File: src/rtl/page_sequencer.sv
// page_sequencer: menu/page controller for the VGA UI.
// Turns PS2 key levels into press events (edge detect plus auto-repeat on the
// config page), sequences the page selection, holds the player-count setting
// and generates a frame-counted blanking window after every page change.
//
// Ports:
//   clk          system clock, rising edge
//   rst          synchronous active-high reset
//   keys[4:0]    key levels: 0 up, 1 left, 2 right, 3 down, 4 space
//   frame_start  one-cycle strobe per video frame
//   game_over    one-cycle strobe from game logic (honoured only on the game page)
//   page[1:0]    0 main, 1 help, 2 config, 3 game
//   disp_num     player count, NUM_MIN..NUM_MAX
//   game_start   one-cycle pulse, coincident with page first reading 3
//   blank        high during the post-transition blanking window
module page_sequencer #(
  parameter int unsigned NUM_MIN      = 2,
  parameter int unsigned NUM_MAX      = 5,
  parameter int unsigned NUM_INIT     = 2,
  parameter int unsigned BLANK_FRAMES = 4,
  parameter int unsigned REPEAT_START = 30,
  parameter int unsigned REPEAT_RATE  = 6
) (
  input  logic       clk,
  input  logic       rst,
  input  logic [4:0] keys,
  input  logic       frame_start,
  input  logic       game_over,
  output logic [1:0] page,
  output logic [2:0] disp_num,
  output logic       game_start,
  output logic       blank
);

  typedef enum logic [1:0] {
    PG_MAIN   = 2'd0,
    PG_HELP   = 2'd1,
    PG_CONFIG = 2'd2,
    PG_GAME   = 2'd3
  } page_t;

  localparam logic [2:0] LP_NUM_MIN    = 3'(NUM_MIN);
  localparam logic [2:0] LP_NUM_MAX    = 3'(NUM_MAX);
  localparam logic [2:0] LP_NUM_INIT   = 3'(NUM_INIT);
  localparam logic [7:0] LP_BLANK      = 8'(BLANK_FRAMES);
  localparam logic [5:0] LP_REP_LAST   = 6'(REPEAT_START - 1);
  localparam logic [5:0] LP_REP_RELOAD = 6'(REPEAT_START - REPEAT_RATE);

  page_t      r_page;
  page_t      w_page_nxt;
  logic [4:0] r_k1;
  logic [4:0] r_k2;
  logic [4:0] w_edge;
  logic [4:0] w_ev;
  logic [4:0] w_sel;
  logic [5:0] r_hold;
  logic       w_hold_run;
  logic       w_rep_fire;
  logic [7:0] r_blank_cnt;
  logic       r_blank;
  logic [2:0] r_num;
  logic [2:0] w_num_nxt;
  logic       r_game_start;
  logic       w_game_start_nxt;
  logic       w_page_chg;

  // Key synchronizer / edge detector. Reset to 0 so a key held through reset
  // produces a fresh press.
  always_ff @(posedge clk) begin
    if (rst) begin
      r_k1 <= '0;
      r_k2 <= '0;
    end else begin
      r_k1 <= keys;
      r_k2 <= r_k1;
    end
  end

  assign w_edge = r_k1 & ~r_k2;

  // Hold counter runs only with exactly one of left/right held on the config
  // page and no fresh left/right edge this cycle; an edge clears it and
  // suppresses a coincident frame increment.
  assign w_hold_run = (r_page == PG_CONFIG) && (r_k1[1] ^ r_k1[2]) &&
                      !(w_edge[1] || w_edge[2]);
  assign w_rep_fire = w_hold_run && frame_start && (r_hold == LP_REP_LAST);

  always_ff @(posedge clk) begin
    if (rst) begin
      r_hold <= '0;
    end else if (!w_hold_run) begin
      r_hold <= '0;
    end else if (frame_start) begin
      if (r_hold == LP_REP_LAST) r_hold <= LP_REP_RELOAD;
      else                       r_hold <= r_hold + 6'd1;
    end
  end

  // Repeat events merge into the edge event of the same key; everything is
  // dropped while blanked.
  assign w_ev = r_blank ? '0
              : (w_edge | {2'b00, w_rep_fire & r_k1[2], w_rep_fire & r_k1[1], 1'b0});

  // Fixed priority: up > left > right > down > space.
  always_comb begin
    w_sel = '0;
    if      (w_ev[0]) w_sel[0] = 1'b1;
    else if (w_ev[1]) w_sel[1] = 1'b1;
    else if (w_ev[2]) w_sel[2] = 1'b1;
    else if (w_ev[3]) w_sel[3] = 1'b1;
    else if (w_ev[4]) w_sel[4] = 1'b1;
  end

  always_ff @(posedge clk) begin
    if (rst) begin
      r_page       <= PG_MAIN;
      r_num        <= LP_NUM_INIT;
      r_game_start <= 1'b0;
    end else begin
      r_page       <= w_page_nxt;
      r_num        <= w_num_nxt;
      r_game_start <= w_game_start_nxt;
    end
  end

  always_comb begin
    w_page_nxt       = r_page;
    w_num_nxt        = r_num;
    w_game_start_nxt = 1'b0;
    unique case (r_page)
      PG_MAIN: begin
        if      (w_sel[0]) w_page_nxt = PG_CONFIG;
        else if (w_sel[3]) w_page_nxt = PG_HELP;
      end
      PG_HELP: begin
        if (w_sel[3]) w_page_nxt = PG_MAIN;
      end
      PG_CONFIG: begin
        if (w_sel[1]) begin
          if (r_num > LP_NUM_MIN) w_num_nxt = r_num - 3'd1;
        end else if (w_sel[2]) begin
          if (r_num < LP_NUM_MAX) w_num_nxt = r_num + 3'd1;
        end else if (w_sel[3]) begin
          w_page_nxt = PG_MAIN;
        end else if (w_sel[4]) begin
          w_page_nxt       = PG_GAME;
          w_game_start_nxt = 1'b1;
        end
      end
      PG_GAME: begin
        if (game_over) w_page_nxt = PG_MAIN;
      end
      default: w_page_nxt = PG_MAIN;
    endcase
  end

  assign w_page_chg = (w_page_nxt != r_page);

  // Blanking: a page change reloads (wins over a coincident decrement);
  // blank drops on the edge after the count has reached zero.
  always_ff @(posedge clk) begin
    if (rst) begin
      r_blank_cnt <= '0;
      r_blank     <= 1'b0;
    end else if (w_page_chg) begin
      r_blank_cnt <= LP_BLANK;
      r_blank     <= 1'b1;
    end else if (r_blank) begin
      if (r_blank_cnt == 8'd0)  r_blank     <= 1'b0;
      else if (frame_start)     r_blank_cnt <= r_blank_cnt - 8'd1;
    end
  end

  assign page       = r_page;
  assign disp_num   = r_num;
  assign game_start = r_game_start;
  assign blank      = r_blank;

endmodule

File: config.mk
export PLATFORM = sky130hd
export DESIGN_NAME = page_sequencer
export DESIGN_NICKNAME = d
export VERILOG_FILES = /design/src/rtl/page_sequencer.sv
export SDC_FILE = /design/constraint.sdc
export NUM_CORES = 1
export LEC_CHECK = 0
export CAP_MARGIN = 0
export CELL_PAD_IN_SITES_DETAIL_PLACEMENT = 0
export CELL_PAD_IN_SITES_GLOBAL_PLACEMENT = 2
export CORE_MARGIN = 2
export CORE_UTILIZATION = 36
export CTS_CLUSTER_SIZE = 14
export DETAILED_ROUTE_END_ITERATION = 7
export GPL_TIMING_DRIVEN = 0
export HOLD_SLACK_MARGIN = 0.1
export PLACE_DENSITY_LB_ADDON = 0.1
export REMOVE_ABC_BUFFERS = 1
export SLEW_MARGIN = 20
export SYNTH_ARGS = -nofsm -noshare
export SYNTH_HDL_FRONTEND = slang
export SYNTH_SLANG_ARGS = --single-unit
export TNS_END_PERCENT = 5
File: constraint.sdc
create_clock -name clk -period 7.1 [get_ports clk]
set_clock_uncertainty 0.1 [all_clocks]
set_input_delay 1.42 -clock clk [delete_from_list [all_inputs] [get_ports clk]]
set_output_delay 1.42 -clock clk [all_outputs]
set_load 0.02 [all_outputs]
==> metrics.yaml, run 1 <==
pwr:
  leakage_nw: 0.649
  power_per_cell_area_mw_per_mm2: 225
  vdd_drop_max_v: 0.000113
timing:
  grt_setup_unrepaired: "false"
  tightest_slew_ns: 0.689
  fmax_ghz: 0.267
  finalSetupTns_ns: 0
  report.final.slew_viol_count: 0
  slew_headroom: 0.539
  hold_viol_final: 0
  finalSetupViolCount: 0
  period_needed_ns: 3.74
  period_share: 0.527
worst_setup_path:
  cp_num_buf_inv: 1
  crit_chain: "clkdlybuf4s50_1 -> and4_4 -> o211ai_2 -> a21o_2 -> fa_1 -> xnor2_1 -> or4_1 -> a21oi_1"
  critPathRequiredTime_ns: 7.20
  cp-start-kind: "input port"
  arrival_ns: 3.84
  cpLargestDelayFamily: "simple AND/OR/NAND/NOR gates"
  critPathKind: "in -> reg"
  crit_path_max_fanout: 8
  cp_slowest_cell: "clkdlybuf4s50_1"
  slowest_delay_ns: 0.64
  worstSetupEndpointType: "flop"
logic_synthesis:
  synth_edf_count: 0
  synth.top_cell.area_share: 0.428
  synth-compound-area-share: 0.168
  synth_fa_ha_area_frac: 0.0484
  syn_inst: 157
  synth_xor_area_frac: 0.0786
  synthArstFlopShare: 0
  synth.area.mux_share: 0
  ys.flop_type: "dfxtp_1"
  yosys-top-cells-count: "31 x dfxtp_1, 19 x nor2_1, 12 x inv_1"
  synth_top_area_cell: "dfxtp_1"
  yosys.area_share.simple: 0.232
  synth_top_family_by_area: "simple AND/OR/NAND/NOR gates"
  ys_ff_latch: 31
  ys_top_cells_by_area: "dfxtp_1 43%, nor2_1 4.9%, xor2_1 4.2%"
  synth.most_common_cell: "dfxtp_1"
  synth_area_sq_mm: 0.00145
  yosysSeqAreaShare: 0.428
  syn_area_per_cell_sq_um: 9.23
  synth_cell_types: 42
  ys_warn_count: 0
route:
  drc: 0
  ant_nets: 0
  drt_wl_total_um: 2810
  first_pass_iters: 4
  wl_per_cell_um: 12.4
  routed_via_density: 5.08
  vias: 1153
  drtIter0Drc: 33
placed_design:
  io_buffers: 15
  finalWeightedCongestion: 0.769
  placed_area_sq_mm: 0.00164
  dp.cells: 219
  dp_hpwl_um: 2020
min_path:
  hold_path_class: "reg -> reg"
clock_tree:
  ctsHoldBuffers: 0
  clk_latency_ns: 0.28
  numClockSinks: 31
  cts_buffer_depth: 2
  cts_tree: "built"
  post_cts_buffers: 0
  clk_pin_slew_ns: 0.06
  cts_resized: 0
  cts_buffers: 5
  cts_root_buf: "clkbuf_8"
  h-tree-depth: 2
final_layout:
  postLayoutCellArea_sq_mm: 0.00174
  instances_no_fill: 227
  layout-drive-gt1-share: 0.0734
  antenna_cells: 0
  utilization: 0.442
  syn_to_final_growth_pct: 20.3
  num-fill-cells: 399
  num-nets-final: 190
grt:
  grt_pass1_wl_um: 4910
  grt_overflow: 0
  track_usage: 0.147
  antenna_found_initial: 0
  grt_max_degree: 20
  grt_pass1_vias: 1132
job:
  cap_violations: 0
floorplan:
  rows: 23
  start_util: 0.368
  ios: 16
  chipHeight_um: 67.4
  core_sq_mm: 0.00394
  die_w_um: 67.4
  die_area_sq_mm: 0.00455
run_status:
  status: "complete, no violations"
==> sequential cells by signal (all words and copies together), names as in the netlist <==
name         cells
blank            1
game_start       1
r_k2             5
page             2
r_hold           6
r_blank_cnt      8
r_k1             5
disp_num         3
==> per-stage QoR <==
stage / total power, W / setup WS [ns] / hold slack [ns]
CTS: 0.000398 / 3.34 / 0.364
global route: 0.000416 / 3.23 / 0.398
floorplan: 0.000225 / 3.92 / 0.328
global placement: 0.000245 / 3.09 / 0.354
detailed placement: 0.000246 / 3.06 / 0.355
finish: 0.000392 / 3.36 / 0.359
==> placed cells by master (no fill, tap or decap), drive strengths merged, types with 3 or more instances in the layout <==
cell type	netlist	layout
clkdlybuf4s50	0	15
nand2	5	5
nand3	4	4
nor2	19	19
o31ai	4	4
xnor2	6	6
nor3	3	3
inv	12	12
nand4	4	4
xor2	7	7
clkbuf	2	8
o21ai	5	5
dfxtp	31	31
ha	4	4
nor2b	7	7
a21oi	7	7
nand2b	4	4
==> final cells by class <==
| class | count | area [sq um] | share of cell area |
|---|---|---|---|
| well taps | 50 | 62.6 | 0.0359 |
| inverters | 12 | 45.0 | 0.0258 |
| clock buffers | 8 | 100 | 0.0574 |
| repair buffers | 15 | 150 | 0.0861 |
| flip-flops and latches | 31 | 621 | 0.356 |
| multi-input cells | 111 | 764 | 0.439 |
==> cell families after synthesis <==
group                      after synthesis
buffers and inverters                   15
DFF                                     31
and+or+nand+nor                         60
xor gates and xnor gates                13
AOI/OAI and AO/OA                       33
adders and majority gates                5
==> metal layers <==
layer / part of all wire / track usage / up-vias
met5: 0 / 0 / -
met4: 0.027 / 0.0791 / 0
met3: 0.038 / 0.0433 / 8
met2: 0.44 / 0.233 / 21
met1: 0.49 / 0.178 / 535
li1: - / - / 589
==> power by group <==
part / total [W] / internal (W) / switching (W)
registers: 0.000190 / 0.000182 / 0.00000829
logic: 0.0000523 / 0.0000249 / 0.0000274
clock network: 0.000150 / 0.0000883 / 0.0000619
==> final timing paths <==
kind                            slack, ns  cells after the start          end         from
worst max-delay path                 3.36                      8  disp_num[2]  frame_start
worst min-delay path                 0.36                      2      r_k2[4]      r_k1[4]
worst max register to register       4.62                      8  disp_num[2]    r_hold[0]
worst min register to register       0.36                      2      r_k2[4]      r_k1[4]
==> worst register-to-register path: cells and delay by family (launching register included) <==
family	cells	cell delay (ns)
and+or+nand+nor	2	0.60
adders and majority gates	2	0.60
DFF	1	0.42
xor gates and xnor gates	1	0.15
AOI/OAI and AO/OA	3	0.54
(Power assumes the default switching activity.)
==> run 2: changes to the inputs <==
--- a/config.mk
+++ b/config.mk
@@ -9,7 +9,7 @@
 export CELL_PAD_IN_SITES_DETAIL_PLACEMENT = 0
 export CELL_PAD_IN_SITES_GLOBAL_PLACEMENT = 2
 export CORE_MARGIN = 2
-export CORE_UTILIZATION = 36
+export CORE_UTILIZATION = 31
 export CTS_CLUSTER_SIZE = 14
 export DETAILED_ROUTE_END_ITERATION = 7
 export GPL_TIMING_DRIVEN = 0
==> constraint.sdc (replaced) <==
create_clock -name clk -period 3.2 [get_ports clk]
set_clock_uncertainty 0.1 [all_clocks]
set_input_delay 0.64 -clock clk [delete_from_list [all_inputs] [get_ports clk]]
set_output_delay 0.64 -clock clk [all_outputs]
set_load 0.02 [all_outputs]
==> metrics.yaml, run 2 (synthesized netlist as in run 1, its figures left out) <==
timing:
  fmax_ghz: 0.336
  hold-worst-slack_ns: 0.366  # +0.00659 ns
  grt_setup_unrepaired: "false"
  finalSetupViolCount: 0  # unchanged
  slew_headroom: 0.529  # -0.00957
  hold_viol_final: 0  # unchanged
  report.final.slew_viol_count: 0  # unchanged
  period_needed_ns: 2.98
  tightest_slew_ns: 0.704  # +0.0143 ns
  period_share: 0.931
clock_tree:
  h-tree-depth: 2  # unchanged
  cts_root_buf: "clkbuf_8"
  clk_latency_ns: 0.28  # about the same
  numClockSinks: 31  # unchanged
  clk_pin_slew_ns: 0.07  # about the same
  post_cts_buffers: 0  # unchanged
  cts_buffers: 5  # unchanged
  ctsHoldBuffers: 0  # unchanged
  cts_buffer_depth: 2  # unchanged
  cts_resized: 0  # unchanged
  cts_tree: "built"
placed_design:
  dp_hpwl_um: 2060  # +2.4%
  finalWeightedCongestion: 0.784  # +2.0%
  dp.cells: 221  # +0.91%
  io_buffers: 15  # unchanged
min_path:
  hold_path_depth: 2  # unchanged
  hp-start: "r_k1[4]"
  hold_end: "r_k2[4]"
  hold_path_class: "reg -> reg"
worst_setup_path:
  crit_path_max_fanout: 8  # unchanged
  arrival_ns: 3.08  # -0.76 ns
  cpLargestDelayFamily: "simple AND/OR/NAND/NOR gates"
  crit_chain: "clkdlybuf4s50_1 -> and4_4 -> o211ai_2 -> a21o_2 -> fa_1 -> xnor2_1 -> or4_1 -> a21oi_1"
  critPathRequiredTime_ns: 3.30  # -3.90 ns
  worstSetupEndpointType: "flop"
  cp-start-kind: "input port"
  slowest_delay_ns: 0.64  # about the same
  r2r_start: "r_hold[0]"
  reg2regPathDepth: 8  # unchanged
  cp_num_buf_inv: 1  # unchanged
  reg2reg_to: "disp_num[2]"
  r2r_slack_ns: 0.70  # -3.92 ns
  critPathKind: "in -> reg"
  cp_slowest_cell: "clkdlybuf4s50_1"
  cp.depth: 8  # unchanged
floorplan:
  chipHeight_um: 72.4  # +7.3%
  ios: 16  # unchanged
  rows: 24  # +4.3%
  core_sq_mm: 0.00441  # +12%
  die_area_sq_mm: 0.00524  # +15%
  die_w_um: 72.4  # +7.3%
  start_util: 0.328  # -0.0393
route:
  vias: 1144  # -0.78%
  drc: 0  # unchanged
  routed_via_density: 5.00  # -1.6%
  ant_nets: 0  # unchanged
  wl_per_cell_um: 12.7  # +2.7%
  first_pass_iters: 4  # unchanged
  drt_wl_total_um: 2910  # +3.6%
  drtIter0Drc: 52  # +58%
final_layout:
  layout-drive-gt1-share: 0.0734  # unchanged
  antenna_cells: 0  # unchanged
  largest_reg_flops: 8  # unchanged
  final_common_cell: "dfxtp_1"
  num-nets-final: 190  # unchanged
  regMostFlops: "r_blank_cnt"
  utilization: 0.395  # -0.0467
  top_regs: "r_blank_cnt x8, r_hold x6"
  syn_to_final_growth_pct: 20.5
  instances_no_fill: 229  # +0.88%
  mostFrequentLayoutCells: "31 x dfxtp_1, 19 x nor2_1, 15 x clkdlybuf4s50_1"
grt:
  grt_pass1_vias: 1110  # -1.9%
  antenna_found_initial: 0  # unchanged
  track_usage: 0.126  # -0.0203
  grt_max_degree: 20  # unchanged
  grt_overflow: 0  # unchanged
  grt_pass1_wl_um: 5090  # +3.5%
pwr:
  vdd_drop_max_v: 0.000193  # +72%
  total_power_w: 0.000879  # +120%
  power_per_cell_area_mw_per_mm2: 504  # +120%
  leakage_nw: 0.649  # unchanged
job:
  cap_violations: 0  # unchanged
run_status:
  status: "complete, no violations"
run 2: where the power goes:
part	total, W	switching [W]	internal (W)
combinational	0.000116	0.0000604	0.0000553
sequential	0.000421	0.0000186	0.000403
clock	0.000342	0.000146	0.000196
run 2: cell type report:
| cell class | count | area [sq um] |
|---|---|---|
| Timing Repair Buffer | 15 | 150 |
| Fill cell | 446 | 2670 |
| Tap cell | 52 | 65.1 |
| Clock buffer | 8 | 100 |
| Inverter | 12 | 45.0 |
| Sequential cell | 31 | 621 |
| Multi-Input combinational cell | 111 | 764 |
run 2: how the worst max path moves through the flow:
stage                       end        start  slack (ns)
floorplan           disp_num[2]  frame_start        0.80
global placement    disp_num[2]  frame_start       -0.04
detailed placement  disp_num[2]  frame_start       -0.05
CTS                 disp_num[2]  frame_start        0.23
global route        disp_num[2]  frame_start        0.11
finish              disp_num[2]  frame_start        0.22
run 2: metal layers:
layer,wire length (um),up-vias,share of wire,track usage
met3,118,5,0.041,0.0431
met4,59,0,0.020,0.0566
met5,0,-,0,0
li1,-,589,-,-
met1,1520,534,0.52,0.173
met2,1210,16,0.42,0.178
run 2: worst register-to-register path, delay by kind of cell, from the launching register on:
family                   cells  cell delay, ns
flip-flops                   1            0.43
adder cells (fa/ha/maj)      2            0.59
XOR/XNOR                     1            0.15
AND/OR/NAND/NOR              2            0.61
AO/OA/AOI/OAI                3            0.55
run 2: through the flow:
step	cell area [sq um]	setup TNS [ns]	worst slack, ns
floorplan	1430	0	0.804
global placement	1650	-0.0440	-0.0440
detailed placement	1650	-0.0472	-0.0472
CTS	1750	0	0.234
global route	1750	0	0.106
finish	1750	0	0.222
